--- config.mk ---
export PLATFORM = sky130hd
export DESIGN_NAME = executor_flags_flat
export DESIGN_NICKNAME = d
export VERILOG_FILES = /design/src/rtl/executor_pkg.sv /design/src/rtl/executor_flags_if.sv /design/src/rtl/executor_flags_cond_eval.sv /design/src/rtl/executor_flags.sv /design/src/flat_wrapper.sv
export SDC_FILE = /design/constraint.sdc
export NUM_CORES = 1
export LEC_CHECK = 0
export CAP_MARGIN = 20
export CORE_UTILIZATION = 30
export DETAILED_ROUTE_END_ITERATION = 12
export GPL_TIMING_DRIVEN = 0
export PLACE_DENSITY = 0.66
export SYNTH_ARGS = -nofsm -noshare
export SYNTH_HDL_FRONTEND = slang
export SYNTH_SLANG_ARGS = --single-unit
export TNS_END_PERCENT = 5
--- constraint.sdc ---
create_clock -name clk -period 2.3 [get_ports clk]
set_input_delay 0.23 -clock clk [delete_from_list [all_inputs] [get_ports clk]]
set_output_delay 0.23 -clock clk [all_outputs]
set_load 0.01 [all_outputs]
--- src/rtl/executor_pkg.sv ---
// executor_pkg: definitions shared by the execute stage.
//   - ARM condition-code field encodings (EQ..NV)
//   - bit positions of the flags inside a {N,Z,C,V} vector
//   - ALU opcode encodings (data-processing opcode field)
package executor_pkg;

   // Condition field encodings
   localparam logic [3:0] COND_EQ = 4'h0;
   localparam logic [3:0] COND_NE = 4'h1;
   localparam logic [3:0] COND_CS = 4'h2;
   localparam logic [3:0] COND_CC = 4'h3;
   localparam logic [3:0] COND_MI = 4'h4;
   localparam logic [3:0] COND_PL = 4'h5;
   localparam logic [3:0] COND_VS = 4'h6;
   localparam logic [3:0] COND_VC = 4'h7;
   localparam logic [3:0] COND_HI = 4'h8;
   localparam logic [3:0] COND_LS = 4'h9;
   localparam logic [3:0] COND_GE = 4'hA;
   localparam logic [3:0] COND_LT = 4'hB;
   localparam logic [3:0] COND_GT = 4'hC;
   localparam logic [3:0] COND_LE = 4'hD;
   localparam logic [3:0] COND_AL = 4'hE;
   localparam logic [3:0] COND_NV = 4'hF;

   // Flag positions inside a {N,Z,C,V} vector
   localparam int FLAG_N = 3;
   localparam int FLAG_Z = 2;
   localparam int FLAG_C = 1;
   localparam int FLAG_V = 0;

   // ALU opcodes
   typedef enum logic [3:0] {
      OP_AND = 4'h0, OP_EOR = 4'h1, OP_SUB = 4'h2, OP_RSB = 4'h3,
      OP_ADD = 4'h4, OP_ADC = 4'h5, OP_SBC = 4'h6, OP_RSC = 4'h7,
      OP_TST = 4'h8, OP_TEQ = 4'h9, OP_CMP = 4'hA, OP_CMN = 4'hB,
      OP_ORR = 4'hC, OP_MOV = 4'hD, OP_BIC = 4'hE, OP_MVN = 4'hF
   } alu_op_e;

endpackage

--- src/rtl/executor_flags_if.sv ---
// Bus interfaces of the execute-stage flag/writeback block.
//
// executor_alu_if : ALU -> executor_flags word plus the carry fed back.
//   master = ALU side, slave = executor_flags side.
// executor_wb_if  : executor_flags -> register file writeback port.
//   master = executor_flags side, slave = register file side.
//
// Handshake (both buses): a word transfers on a rising edge where
// valid=1 and ready=1. While valid=1 and ready=0 the producer holds its
// payload stable; ready may depend on valid only combinationally on the
// consumer side, never the other way round.

interface executor_alu_if #(
   parameter int DW = 32,
   parameter int RW = 4
);
   logic          alu_valid;
   logic          alu_ready;
   logic [DW-1:0] alu_result;
   logic          alu_n;
   logic          alu_z;
   logic          alu_c;
   logic          alu_v;
   logic          alu_s;
   logic          alu_logic;
   logic          alu_we;
   logic [RW-1:0] alu_rd;
   logic          c_to_alu;

   modport master (
      output alu_valid, alu_result, alu_n, alu_z, alu_c, alu_v,
             alu_s, alu_logic, alu_we, alu_rd,
      input  alu_ready, c_to_alu
   );

   modport slave (
      input  alu_valid, alu_result, alu_n, alu_z, alu_c, alu_v,
             alu_s, alu_logic, alu_we, alu_rd,
      output alu_ready, c_to_alu
   );
endinterface

interface executor_wb_if #(
   parameter int DW = 32,
   parameter int RW = 4
);
   logic          wb_valid;
   logic          wb_ready;
   logic [RW-1:0] wb_rd;
   logic [DW-1:0] wb_data;

   modport master (
      output wb_valid, wb_rd, wb_data,
      input  wb_ready
   );

   modport slave (
      input  wb_valid, wb_rd, wb_data,
      output wb_ready
   );
endinterface

--- src/rtl/executor_flags_cond_eval.sv ---
// cond_eval: combinational ARM condition-code evaluator.
//   cond_i  [3:0] condition field
//   nzcv_i  [3:0] flags {N,Z,C,V}
//   pass_o        1 when the condition holds
// NV_PASS selects the result for the NV (4'hF) encoding.
module cond_eval
   import executor_pkg::*;
#(
   parameter bit NV_PASS = 1'b0
) (
   input  logic [3:0] cond_i,
   input  logic [3:0] nzcv_i,
   output logic       pass_o
);

   logic n, z, c, v;

   always_comb begin
      n      = nzcv_i[FLAG_N];
      z      = nzcv_i[FLAG_Z];
      c      = nzcv_i[FLAG_C];
      v      = nzcv_i[FLAG_V];
      pass_o = 1'b0;
      case (cond_i)
         COND_EQ: pass_o = z;
         COND_NE: pass_o = ~z;
         COND_CS: pass_o = c;
         COND_CC: pass_o = ~c;
         COND_MI: pass_o = n;
         COND_PL: pass_o = ~n;
         COND_VS: pass_o = v;
         COND_VC: pass_o = ~v;
         COND_HI: pass_o = c & ~z;
         COND_LS: pass_o = ~c | z;
         COND_GE: pass_o = (n == v);
         COND_LT: pass_o = (n != v);
         COND_GT: pass_o = ~z & (n == v);
         COND_LE: pass_o = z | (n != v);
         COND_AL: pass_o = 1'b1;
         COND_NV: pass_o = NV_PASS;
         default: pass_o = 1'b0;
      endcase
   end

endmodule

--- src/rtl/executor_flags.sv ---
// executor_flags: consumer end of the execute-stage ALU bus.
//   clk, rst_n       clock, async active-low reset
//   alu (slave)      ALU result/flags word with valid/ready, carry back
//   wb  (master)     one-entry buffered register writeback
//   cond, cond_pass  condition of the next instruction, evaluated on
//                    forwarded flags
//   msr_we, msr_nzcv direct flag write, wins over an ALU update
//   nzcv             architectural flags {N,Z,C,V}
module executor_flags
   import executor_pkg::*;
#(
   parameter int DW      = 32,
   parameter int RW      = 4,
   parameter bit NV_PASS = 1'b0
) (
   input  logic              clk,
   input  logic              rst_n,
   executor_alu_if.slave     alu,
   executor_wb_if.master     wb,
   input  logic [3:0]        cond,
   output logic              cond_pass,
   input  logic              msr_we,
   input  logic [3:0]        msr_nzcv,
   output logic [3:0]        nzcv
);

   logic [3:0]    nzcv_q, nzcv_d;
   logic          wb_valid_q, wb_valid_d;
   logic [RW-1:0] wb_rd_q, wb_rd_d;
   logic [DW-1:0] wb_data_q, wb_data_d;

   logic          accept;
   logic [3:0]    alu_nzcv;

   // A full entry only blocks the ALU if the register file is not
   // taking it this cycle, so the slot can be refilled back-to-back.
   assign alu.alu_ready = ~wb_valid_q | wb.wb_ready;
   assign accept        = alu.alu_valid & alu.alu_ready;

   // Logical/move ops leave V untouched.
   assign alu_nzcv = {alu.alu_n, alu.alu_z, alu.alu_c,
                      alu.alu_logic ? nzcv_q[FLAG_V] : alu.alu_v};

   // Forwarded flags are exactly the next register value, so the
   // condition for the following instruction sees this cycle's update.
   always_comb begin
      nzcv_d = nzcv_q;
      if (msr_we)
         nzcv_d = msr_nzcv;
      else if (accept && alu.alu_s)
         nzcv_d = alu_nzcv;
   end

   always_comb begin
      wb_valid_d = wb_valid_q;
      wb_rd_d    = wb_rd_q;
      wb_data_d  = wb_data_q;
      if (accept && alu.alu_we) begin
         wb_valid_d = 1'b1;
         wb_rd_d    = alu.alu_rd;
         wb_data_d  = alu.alu_result;
      end else if (wb.wb_ready) begin
         wb_valid_d = 1'b0;
      end
   end

   always_ff @(posedge clk or negedge rst_n) begin
      if (!rst_n) begin
         nzcv_q     <= 4'b0000;
         wb_valid_q <= 1'b0;
         wb_rd_q    <= '0;
         wb_data_q  <= '0;
      end else begin
         nzcv_q     <= nzcv_d;
         wb_valid_q <= wb_valid_d;
         wb_rd_q    <= wb_rd_d;
         wb_data_q  <= wb_data_d;
      end
   end

   cond_eval #(
      .NV_PASS (NV_PASS)
   ) u_cond_eval (
      .cond_i  (cond),
      .nzcv_i  (nzcv_d),
      .pass_o  (cond_pass)
   );

   // Registered carry only: forwarding it would close a loop through
   // the ALU adder.
   assign alu.c_to_alu = nzcv_q[FLAG_C];

   assign nzcv        = nzcv_q;
   assign wb.wb_valid = wb_valid_q;
   assign wb.wb_rd    = wb_rd_q;
   assign wb.wb_data  = wb_data_q;

endmodule

--- src/flat_wrapper.sv ---
// flat-port wrapper written by rule: the top's interface ports become plain ports
module executor_flags_flat import executor_pkg::*;
#(
   parameter int DW      = 32,
   parameter int RW      = 4,
   parameter bit NV_PASS = 1'b0
)
  (clk, rst_n, cond, cond_pass, msr_we, msr_nzcv, nzcv, alu_alu_valid, alu_alu_result, alu_alu_n, alu_alu_z, alu_alu_c, alu_alu_v, alu_alu_s, alu_alu_logic, alu_alu_we, alu_alu_rd, alu_alu_ready, alu_c_to_alu, wb_wb_valid, wb_wb_rd, wb_wb_data, wb_wb_ready);
  executor_alu_if #(.DW(DW), .RW(RW)) alu_i ();
  executor_wb_if #(.DW(DW), .RW(RW)) wb_i ();
  input  logic clk;
  input  logic rst_n;
  input  logic [3:0] cond;
  output logic cond_pass;
  input  logic msr_we;
  input  logic [3:0] msr_nzcv;
  output logic [3:0] nzcv;
  input wire logic [$bits(alu_i.alu_valid)-1:0] alu_alu_valid;
  input wire logic [$bits(alu_i.alu_result)-1:0] alu_alu_result;
  input wire logic [$bits(alu_i.alu_n)-1:0] alu_alu_n;
  input wire logic [$bits(alu_i.alu_z)-1:0] alu_alu_z;
  input wire logic [$bits(alu_i.alu_c)-1:0] alu_alu_c;
  input wire logic [$bits(alu_i.alu_v)-1:0] alu_alu_v;
  input wire logic [$bits(alu_i.alu_s)-1:0] alu_alu_s;
  input wire logic [$bits(alu_i.alu_logic)-1:0] alu_alu_logic;
  input wire logic [$bits(alu_i.alu_we)-1:0] alu_alu_we;
  input wire logic [$bits(alu_i.alu_rd)-1:0] alu_alu_rd;
  output wire logic [$bits(alu_i.alu_ready)-1:0] alu_alu_ready;
  output wire logic [$bits(alu_i.c_to_alu)-1:0] alu_c_to_alu;
  output wire logic [$bits(wb_i.wb_valid)-1:0] wb_wb_valid;
  output wire logic [$bits(wb_i.wb_rd)-1:0] wb_wb_rd;
  output wire logic [$bits(wb_i.wb_data)-1:0] wb_wb_data;
  input wire logic [$bits(wb_i.wb_ready)-1:0] wb_wb_ready;
  assign alu_i.alu_valid = alu_alu_valid;
  assign alu_i.alu_result = alu_alu_result;
  assign alu_i.alu_n = alu_alu_n;
  assign alu_i.alu_z = alu_alu_z;
  assign alu_i.alu_c = alu_alu_c;
  assign alu_i.alu_v = alu_alu_v;
  assign alu_i.alu_s = alu_alu_s;
  assign alu_i.alu_logic = alu_alu_logic;
  assign alu_i.alu_we = alu_alu_we;
  assign alu_i.alu_rd = alu_alu_rd;
  assign alu_alu_ready = alu_i.alu_ready;
  assign alu_c_to_alu = alu_i.c_to_alu;
  assign wb_wb_valid = wb_i.wb_valid;
  assign wb_wb_rd = wb_i.wb_rd;
  assign wb_wb_data = wb_i.wb_data;
  assign wb_i.wb_ready = wb_wb_ready;
  executor_flags #(.DW(DW), .RW(RW), .NV_PASS(NV_PASS)) u_core (.clk(clk), .rst_n(rst_n), .alu(alu_i), .wb(wb_i), .cond(cond), .cond_pass(cond_pass), .msr_we(msr_we), .msr_nzcv(msr_nzcv), .nzcv(nzcv));
endmodule
==> metrics.md <==
| Metric | Value |
|---|---|
| Status | `complete, but fails checks` |
| Failing checks | `setup timing` |
| Crit-path max cell delay | `0.38 ns` |
| Achievable clock frequency | `388.0 MHz` |
| Placer Congestion | `0.7341` |
| Internal power | `0.001568 W` |
| CTS clk-pin slew, worst paths | `0.07 ns` |
| Area Growth Syn to Fin | `65.82%` |
| CTS tree | `done` |
| Clock root cell | `clkbuf_8` |
| CP Class | `reg -> out` |
| R2r setup slk | `0.31 ns` |
| Crit-path cells | `nor2b_4, o31a_1, o31ai_4, xor2_2, mux2_4, a31o_1, a22o_1, buf_2` |
| Worst-path fanout max | `7` |
| Crit path DAT | `2.35 ns` |
| Post-DP HPWL | `3514 µm` |
| Worst-Margin Slew | `0.4616 ns` |
| Core area | `0.005956 mm²` |
| First-pass GRT wire length | `7272 µm` |
| Worst path required time | `2.07 ns` |
| Antenna-violating nets left | `0` |
| RSZ-0062 raised after global routing | `yes` |
| Post-synth top area share | `55.07%` |
| Grt ovf | `0` |
| Reg2reg start | `u_core.wb.wb_valid` |
| Crit end category | `output pin` |
| Async SR Flop Fraction | `100.0%` |
| CTS Buf Count | `5` |
| Leak pwr | `1.253 nW` |
| Design Area, Final | `0.003089 mm²` |
| Clock power frac | `24.1%` |
| Compound-Gate Fraction of Synth Area | `9.469%` |
| Maxcap violations | `0` |
| Initial core utilization | `31.28%` |
| Die W | `80.81 µm` |
| DRC | `0` |
| Max Transition Viols Final | `0` |
| Most used flip-flop cell after synthesis | `dfrtp_1` |
| Post-Syn Instances | `131` |
| Placed Area | `0.002943 mm²` |
| Comb pwr share | `33.3%` |
| Floorplan row count | `28` |
| Reg2reg end | `u_core.wb.wb_data[26]` |
| Clock sink count | `41` |
| Largest net degree at the start of global routing | `32` |
| Crit start category | `flop` |
| Post-Synth Simple-Gate Area | `7.522%` |
| Mux cell area share after synthesis | `22.36%` |
| Main combinational cell family by area after synthesis | `multiplexers` |
| Worst setup margin | `-0.2776 ns` |
| Final min period | `2.578 ns` |
| Ports | `100` |
| DR iter-0 viols | `33` |
| I/O Buffers | `97` |
| Syn. warnings | `0` |
| Antenna diode count | `0` |
| Yosys reg bits | `41` |
| Die H | `80.81 µm` |
| Initial antenna violation count | `0` |
| Die ar. | `0.006529 mm²` |
| Top-count cell post-synth | `dfrtp_1` |
| Clk buf depth | `2` |
| Seq pwr share | `42.6%` |
| Period utilization | `112.1%` |
| Number of flops mapped to enable cells by yosys | `0` |
| Cell variety after synth | `38` |
| R2R cell count | `6` |
| Wirelength per Cell | `14.90 µm` |
| Gr usage total | `15.03%` |
| CTS HTree Levels | `2` |
| Worst-skew pair later-pin latency | `0.29 ns` |
| Routed WL | `4708 µm` |
| Top cells by area, synth | `dfrtp_1 (55%), mux2_2 (22%), clkbuf_8 (1.5%), xor2_1 (1.4%), a31oi_2 (1.3%)` |
| Syn Area/Cell | `14.22 µm²` |
| P per Cell Area | `688.0 mW/mm²` |
| Via count | `1438` |
| Fillers | `544` |
| Net Count, Synth | `187` |
| Final Util | `51.87%` |
| Post-DR vias/cell | `4.551` |
| Sequential fraction of the synthesis area | `55.07%` |
| Hold Vio Cnt, Final | `0` |
| Adder-cell share of the synthesized area | `0%` |
| Post-synth top cells | `dfrtp_1 (41), mux2_2 (36), nor2_1 (5)` |
| Min-Delay Path Class | `in -> async` |
| Worst Skew | `0.001991 ns` |
| Synth Area in XOR/XNOR | `1.880%` |
| Top cell type by total area after synthesis | `dfrtp_1` |
| First drt pass iteration count | `4` |
| Maximum vdd drop | `0.0004154 V` |
| Vias in the first global route | `1496` |
| Syn Std Cell Area | `0.001863 mm²` |
| Final setup viols | `1` |
| CP max stage cell | `dfrtp_1` |
| Switching power | `0.0005577 W` |
| Rel. slew slack | `69.22%` |
| Layout cells sized above 1 | `29.46%` |
| Layout Nets | `296` |
| Switching Share | `26.24%` |
## critical path: cells and delay by family, from the launching register on
family	cells	cell delay (ns)
mux	1	0.31
compound gates	4	0.88
xor+xnor	1	0.19
flops	1	0.38
simple gates	1	0.16
buf+inv	1	0.13
## cells in the final DEF, fill, tap and decap left out, drive strengths merged, types with 2 or more instances in the layout
master         netlist  final
inv                  4      4
nand4                3      3
clkbuf               3     10
nor2                 5      5
xor2                 3      3
mux2                37     37
dlygate4sd2          0      2
buf                  4     10
dfrtp               41     41
nor2b                3      3
a31oi                3      3
o21ai                4      4
nand3b               2      2
clkdlybuf4s50        0     93
## per-layer routing
layer	up-vias	GRT usage [%]	part of all wire (%)
li1	691	-	-
met1	684	17.14	40
met2	57	27.06	52
met3	6	3.371	6.5
met4	0	5.893	1.5
met5	-	0	0
## area by class of cell
cell class	count	area (µm²)	area share [%]
plain buffers	7	53.80	1.742
clock buffers	7	96.34	3.119
clock inverters	1	5.005	0.1620
inverters	4	15.01	0.4860
multi-input cells	79	788.3	25.52
flip-flops and latches	41	1026	33.21
well taps	75	93.84	3.038
repair buffers	102	1011	32.73
## kinds of logic (layout without fill, tap and decap cells)
group / Yosys count / after routing
and+or+nand+nor: 19 / 19
DFF: 41 / 41
buffers and inverters: 11 / 121
xor gates and xnor gates: 4 / 4
AOI/OAI and AO/OA: 19 / 19
muxes: 37 / 37
## state kept, by name, indices dropped and copies added, names as in the netlist
register            count
u_core.nzcv             4
u_core.wb.wb_data      32
u_core.wb.wb_rd         4
u_core.wb.wb_valid      1
## power groups by stage
stage          Combinational, W  Sequential, W  Clock [W]
6_report               0.000708       0.000906   0.000512
5_1_grt                0.000752       0.000926   0.000557
4_1_cts                0.000706       0.000909   0.000532
3_5_place_dp           0.000699       0.000923          0
3_3_place_gp           0.000690       0.000914          0
2_1_floorplan          0.000210       0.000982          0
## timing repair
| action | in CTS | in global routing |
|---|---|---|
| pin swaps | 4 | 6 |
| endpoints found under the setup margin | 1 | 1 |
| setup buffers | 1 | 2 |
| gates resized for setup | 7 | 2 |
| hold buffers | 1 | 0 |
| endpoints found under the hold margin | 10 | 0 |
## through the flow
step / power (W) / setup slack (ns) / setup TNS, ns / hold slack [ns] / cells
CTS: 0.002147 / -0.3350 / -0.3350 / 0.3409 / 314
finish: 0.002125 / -0.2776 / -0.2776 / 0.3508 / 316
global placement: 0.001604 / -0.7757 / -5.713 / 0.4880 / 303
floorplan: 0.001192 / 0.08136 / 0 / -0.06559 / 131
global route: 0.002235 / -0.3938 / -0.3938 / 0.3698 / 316
detailed placement: 0.001622 / -0.7639 / -0.7808 / 0.1283 / 304
## worst max-delay path by stage
stage | from | endpoint | slack, ns | cells past startpoint
after floorplan | u_core.wb.wb_valid | cond_pass | 0.08 | 7
after global placement | alu_alu_valid | cond_pass | -0.78 | 9
after detailed placement | alu_alu_valid | cond_pass | -0.76 | 9
after CTS | u_core.wb.wb_valid | cond_pass | -0.33 | 8
after global routing | u_core.wb.wb_valid | cond_pass | -0.39 | 8
final | u_core.wb.wb_valid | cond_pass | -0.28 | 8
Note: power is estimated with default switching activity, not from simulation.
